===== config.mk =====
export PLATFORM = sky130hd
export DESIGN_NAME = unidad_control
export DESIGN_NICKNAME = d
export VERILOG_FILES = /design/src/rtl/unidad_control.sv
export SDC_FILE = /design/constraint.sdc
export NUM_CORES = 1
export LEC_CHECK = 0
export ABC_AREA = 1
export CAP_MARGIN = 15
export CORE_ASPECT_RATIO = 0.6
export CORE_MARGIN = 2
export CORE_UTILIZATION = 30
export CTS_BUF_LIST = sky130_fd_sc_hd__clkbuf_2 sky130_fd_sc_hd__clkbuf_4 sky130_fd_sc_hd__clkbuf_8
export DETAILED_ROUTE_END_ITERATION = 10
export GPL_ROUTABILITY_DRIVEN = 0
export HOLD_SLACK_MARGIN = 0.03
export PLACE_DENSITY = 0.53
export SLEW_MARGIN = 20
export SYNTH_ARGS = -nofsm -noshare
export SYNTH_HDL_FRONTEND = slang
export SYNTH_SLANG_ARGS = --single-unit

===== constraint.sdc =====
create_clock -name clk -period 3.7 [get_ports clk]
set_clock_uncertainty 0.1 [all_clocks]
set_input_delay 0.74 -clock clk [delete_from_list [all_inputs] [get_ports clk]]
set_output_delay 0.74 -clock clk [all_outputs]
set_load 0.1 [all_outputs]

===== src/rtl/unidad_control.sv =====
// Multicycle control unit for a ld/sd/beq datapath: sequences fetch, decode,
// execute, memory and writeback, with a memory-wait timeout and sticky fault state.
module unidad_control #(
    parameter int Bits    = 64,
    parameter int TIMEOUT = 16
) (
    input  logic        clk,
    input  logic        reset,
    input  logic [31:0] instr,
    input  logic        zero,
    input  logic        mem_ack,
    output logic        mem_req,
    output logic        mem_we,
    output logic        ir_write,
    output logic        pc_write,
    output logic        pc_src,
    output logic        alu_src,
    output logic [1:0]  alu_op,
    output logic        reg_write,
    output logic        mem_to_reg,
    output logic        error,
    output logic [31:0] retired
);

    localparam int CW = $clog2(TIMEOUT + 1);
    localparam int unused_width = Bits;

    typedef enum logic [2:0] {FETCH, DECODE, EXEC, MEM, WB, ERROR} state_t;
    typedef enum logic [1:0] {CLS_NONE, CLS_LD, CLS_SD, CLS_BEQ} cls_t;

    state_t         state_reg;
    cls_t           cls_reg;
    cls_t           cls_next;
    logic [CW-1:0]  wait_reg;
    logic [31:0]    retired_reg;
    logic           timeout_hit;
    logic           unused_instr;

    assign unused_instr = ^instr[31:7];

    always_comb begin
        cls_next = CLS_NONE;
        case (instr[6:0])
            7'b0000011: cls_next = CLS_LD;
            7'b0100011: cls_next = CLS_SD;
            7'b1100011: cls_next = CLS_BEQ;
            default:    cls_next = CLS_NONE;
        endcase
    end

    // This is the TIMEOUT-th unacknowledged request cycle; an ack in it still wins.
    assign timeout_hit = (wait_reg == CW'(TIMEOUT - 1));

    always_ff @(posedge clk) begin
        if (reset) begin
            state_reg   <= FETCH;
            cls_reg     <= CLS_NONE;
            wait_reg    <= '0;
            retired_reg <= '0;
        end else begin
            case (state_reg)
                FETCH: begin
                    if (mem_ack) begin
                        state_reg <= DECODE;
                        wait_reg  <= '0;
                    end else if (timeout_hit) begin
                        state_reg <= ERROR;
                    end else begin
                        wait_reg <= wait_reg + 1'b1;
                    end
                end
                DECODE: begin
                    cls_reg   <= cls_next;
                    state_reg <= (cls_next == CLS_NONE) ? ERROR : EXEC;
                end
                EXEC: begin
                    wait_reg <= '0;
                    if (cls_reg == CLS_BEQ) begin
                        retired_reg <= retired_reg + 1'b1;
                        state_reg   <= FETCH;
                    end else begin
                        state_reg <= MEM;
                    end
                end
                MEM: begin
                    if (mem_ack) begin
                        wait_reg <= '0;
                        if (cls_reg == CLS_SD) begin
                            retired_reg <= retired_reg + 1'b1;
                            state_reg   <= FETCH;
                        end else begin
                            state_reg <= WB;
                        end
                    end else if (timeout_hit) begin
                        state_reg <= ERROR;
                    end else begin
                        wait_reg <= wait_reg + 1'b1;
                    end
                end
                WB: begin
                    retired_reg <= retired_reg + 1'b1;
                    wait_reg    <= '0;
                    state_reg   <= FETCH;
                end
                ERROR:   state_reg <= ERROR;
                default: state_reg <= ERROR;
            endcase
        end
    end

    // Outputs idle while reset is held so no request escapes mid-reset.
    always_comb begin
        mem_req    = 1'b0;
        mem_we     = 1'b0;
        ir_write   = 1'b0;
        pc_write   = 1'b0;
        pc_src     = 1'b0;
        alu_src    = 1'b0;
        alu_op     = 2'b11;
        reg_write  = 1'b0;
        mem_to_reg = 1'b0;
        error      = 1'b0;
        if (!reset) begin
            case (state_reg)
                FETCH: begin
                    mem_req  = 1'b1;
                    ir_write = mem_ack;
                    pc_write = mem_ack;
                end
                EXEC: begin
                    if (cls_reg == CLS_BEQ) begin
                        alu_op   = 2'b01;
                        pc_src   = 1'b1;
                        pc_write = zero;
                    end else begin
                        alu_src = 1'b1;
                        alu_op  = 2'b00;
                    end
                end
                MEM: begin
                    mem_req = 1'b1;
                    mem_we  = (cls_reg == CLS_SD);
                end
                WB: begin
                    reg_write  = 1'b1;
                    mem_to_reg = 1'b1;
                end
                ERROR:   error = 1'b1;
                default: ;
            endcase
        end
    end

    assign retired = retired_reg;

endmodule


== After elaboration in Yosys (flattened, before gate mapping) ==
Cells that the tools add are included.

* Flip-flop bits (word level): 42
* Output and inout port bits: 43
* Logic and storage cells: 66

* $add $sub $neg: 2
* Equal/unequal tests: 15
* Muxes and demuxes: 37
* Reductions and logical operators: 8

{| class="wikitable"
|+ Operator list
! cell !! number
|-
| $mux 32 || 3
|-
| $pmux 32 s3 || 1
|-
| $add 32x1->32 const B || 1
|-
| $mux 1 || 19
|-
| $mux 3 || 5
|-
| $pmux 3 s5 || 1
|-
| $mux 5 || 2
|-
| $pmux 5 s2 || 1
|-
| $eq 7x2->1 const B || 1
|-
| $eq 7x6->1 const B || 1
|-
| $eq 7x7->1 const B || 1
|-
| $eq 3x2->1 const B || 2
|-
| $eq 3x3->1 const B || 2
|-
| $mux 2 || 3
|-
| $ne 2x2->1 const B || 3
|-
| $pmux 2 s3 || 1
|-
| $add 5x1->5 const B || 1
|-
| $eq 5x4->1 const B || 1
|-
| $eq 2x2->1 const B || 2
|-
| $reduce_and 4->1 || 1
|-
| $reduce_or 2->1 || 2
|-
| $eq 3x1->1 const B || 1
|-
| $logic_not 3->1 || 1
|-
| $ne 3x3->1 const B || 1
|-
| 5 further kinds || 5
|}

== Depth between registers and ports, before layout ==
* Depth after elaboration: 5
* Gate-level depth with buffers: 11
* Mapped depth without buffers: 10

== Least setup slack after synthesis ==
OpenSTA, ideal clock, no wires.

* Kind: input -> output
* From: in reset
* To: out pc_write
* Arrival: 4.243 ns
* Required time: 2.860 ns
* Setup slack: -1.383 ns
* Stages: 6
* Cell sequence: clkbuf_1 inv_1 nand2_1 nor2_1 nand2_1 o21ai_0

* Cells in the longest elaborated chain, start to end: 1

{| class="wikitable"
|+ Ends and longest elaborated chain
! what !! line !! RTL
|-
| start, declared || 8 || <nowiki>input logic reset,</nowiki>
|-
| $mux 1 || 123 || <nowiki>if (!reset) begin</nowiki>
|-
| end, declared || 15 || <nowiki>output logic pc_write,</nowiki>
|}

Every way passes these cells.

== Final worst setup path ==
Same ends and word-level chain as after synthesis.

==> flow_summary.json <==
{
  "antenna_found_initial": 0,
  "maxCapViolCount": 0,
  "n_antenna_cell": 0,
  "synth-edff-count": 0,
  "area_growth_pct": 34.03,
  "power_mw": 1.096,
  "p_leak_nw": 1.249,
  "dieArea_um2": 9182,
  "slowest_stage": "clkdlybuf4s50_1",
  "nets": 508,
  "crit_path_cell_trace": "clkdlybuf4s50_1 -> buf_4 -> inv_1 -> nand2_1 -> nor2_4 -> nand2_1 -> o21ai_2 -> buf_12",
  "drtIter0Drc": 194,
  "grt_overflow_total": 0,
  "cp_num_buf_inv": 4,
  "synth_area_um2": 2522,
  "htree_num_levels": 2,
  "syn-num-nets": 456,
  "fill_cells": 863,
  "finalSetupViolations": 0,
  "cts_resized": 0,
  "grt_pass1_vias": 2426,
  "worstPathArrival_ps": 2080,
  "ys_seq_area_share_pct": 33.33,
  "cp_max_fo": 14,
  "stdcell_count": 578,
  "slew_headroom_pct": 34.65,
  "min_period_ps": 2922,
  "crit_start": "reset",
  "die_w_um": 122.4,
  "dpl.hpwl_um": 5515,
  "postRouteAntennaNets": 0,
  "drt-total-wl_um": 7357,
  "drcViolationCount": 0,
  "dp_cells": 570,
  "multi_input_area_um2": 1470,
  "cts_tree": "yes",
  "slew_viol_final": 0,
  "fp.coreArea_um2": 8008,
  "post_cts_buffers": 0,
  "yosysWarnings": 0,
  "holdBufCountCts": 0,
  "yosys.area.top_type": "dfxtp_1",
  "synthCells": 417,
  "cts_sinks": 42,
  "io-pin-count": 79,
  "synth_area_per_cell_um2": 6.049,
  "status": "completed",
  "synth_top_area_share_pct": 33.33,
  "firstDrtPassIters": 5,
  "start_util_pct": 31.50,
  "fin_crit_sh_pct": 78.98,
  "hp-start": "cls_reg[0]$_SDFFE_PP0N_",
  "rows": 25,
  "rsz0062_at_grt": "no",
  "synth_common_cells": "126 x nand2_1, 79 x nor2_1, 44 x inv_1, 42 x dfxtp_1, 30 x nand3_1",
  "clock.fmax_mhz": 342.2,
  "powerDensity_nw_per_um2": 324.2,
  "tns_ps": 0,
  "grt_pass1_wl_um": 12030,
  "routedWlPerCell_um": 12.73,
  "crit_type": "primary input to output pin",
  "chipHeight_um": 75.03,
  "synth-seq-cells": 42,
  "synth.distinct_cells": 27,
  "hold_viol_final": 0,
  "synthMostInstantiatedCell": "nand2_1",
  "clkSlewWorstSetupHoldPaths_ps": 90,
  "grt_start_max_net_pins": 47,
  "final_layout_size_suffix_gt1_share_pct": 9.149,
  "max-vdd-ir-drop_mv": 0.1397,
  "register_area_um2": 840.8,
  "vias": 2725,
  "largest_reg_flops": 32,
  "cp_top_family": "buffers and inverters",
  "worstPathRequired_ps": 2860,
  "slowest_delay_ps": 410,
  "worstMarginPinSlew_ps": 977.2,
  "viasPerCell": 4.715,
  "hp-class": "register to register",
  "whs_ps": 403.6,
  "end_kind": "output pin",
  "cts.path.max_buffers": 2,
  "clockRootBuffer": "clkbuf_8",
  "track_usage_pct": 17.04,
  "insertion_delay_ps": 310,
  "placement.io_buffers": 53,
  "startpoint_type": "primary input",
  "async_flop_share_pct": 0,
  "synth_ff_type": "dfxtp_1",
  "yosys-top-cells-area": "dfxtp_1 33%, nand2_1 19%, nor2_1 12%",
  "crit_path_frequent_cell": "nand2_1",
  "r2r_start": "retired[0]$_SDFFE_PP0P_",
  "cts_buffers": 5
}
-- placed cells by master, fill, tap and decap left out, types with 4 or more instances in the layout --
master           netlist  layout
nor2_1                79      76
buf_12                 0      11
dfxtp_1               42      42
a21oi_1               24      24
nand3_1               30      30
clkdlybuf4s50_1        0      38
o21ai_0               17      16
nand2_1              126     126
nor2_2                 2       4
nand2_2                4       4
xor2_1                 7       7
nor3_1                 7       5
inv_1                 44      44
nand4_1                7       7
clkbuf_8               0       5
buf_4                  4       7
-- cell families after synthesis --
logic type	Yosys count	share of synthesized area, %
AND/OR/NAND/NOR	260	43.25
buffers and inverters	57	9.425
AO/OA/AOI/OAI	46	9.375
flip-flops	42	33.33
XOR/XNOR	9	3.125
adder cells (fa/ha/maj)	3	1.488
-- metrics by stage --
stage / worst slack, ps / utilization, % / instance area (um2)
after global routing: 689.7 / 42.22 / 3381
after detailed placement: 764.6 / 40.86 / 3272
after global placement: 772.3 / 40.86 / 3272
final: 777.9 / 42.22 / 3381
after CTS: 758.4 / 42.22 / 3381
after floorplan: -95.03 / - / 2549
-- worst register-to-register path: stages (launching register included) --
cell and delay (ps):
dfxtp_1 390, ha_1 210, nand3_1 90, nor2_1 140, nand2_1 150, nor3_1 620
nand3_1 170, nand2_1 110, inv_1 40, nor2_1 80
-- final cells by class --
class                   instances  share of cell area, %
clock inverters                 3                  1.184
flip-flops and latches         42                  24.87
repair buffers                 56                  19.32
multi-input cells             318                  43.49
clock buffers                   5                  2.036
well taps                     108                  3.997
inverters                      46                  5.107
-- final timing paths --
check	end	slack, ps	cells past startpoint
min	cls_reg[0]$_SDFFE_PP0N_	400	2
min reg2reg	cls_reg[0]$_SDFFE_PP0N_	400	2
max reg2reg	retired[24]$_SDFFE_PP0P_	1540	9
max	pc_write	780	8
-- per-layer routing --
layer	vias up	routed length, um	global-route usage [%]	share of wire (%)
met4	0	68	3.704	0.92
met2	80	2704	23.09	37
met1	1215	4107	26.67	56
met5	-	0	0	0
li1	1419	-	-	-
met3	11	475	4.167	6.5
-- where the power goes --
part	total, mW	switching, mW	internal [mW]
Sequential	0.481	0.0155	0.466
Combinational	0.243	0.170	0.0726
Clock	0.372	0.173	0.199
Total	1.10	0.359	0.737
(Power assumes the default switching activity.)
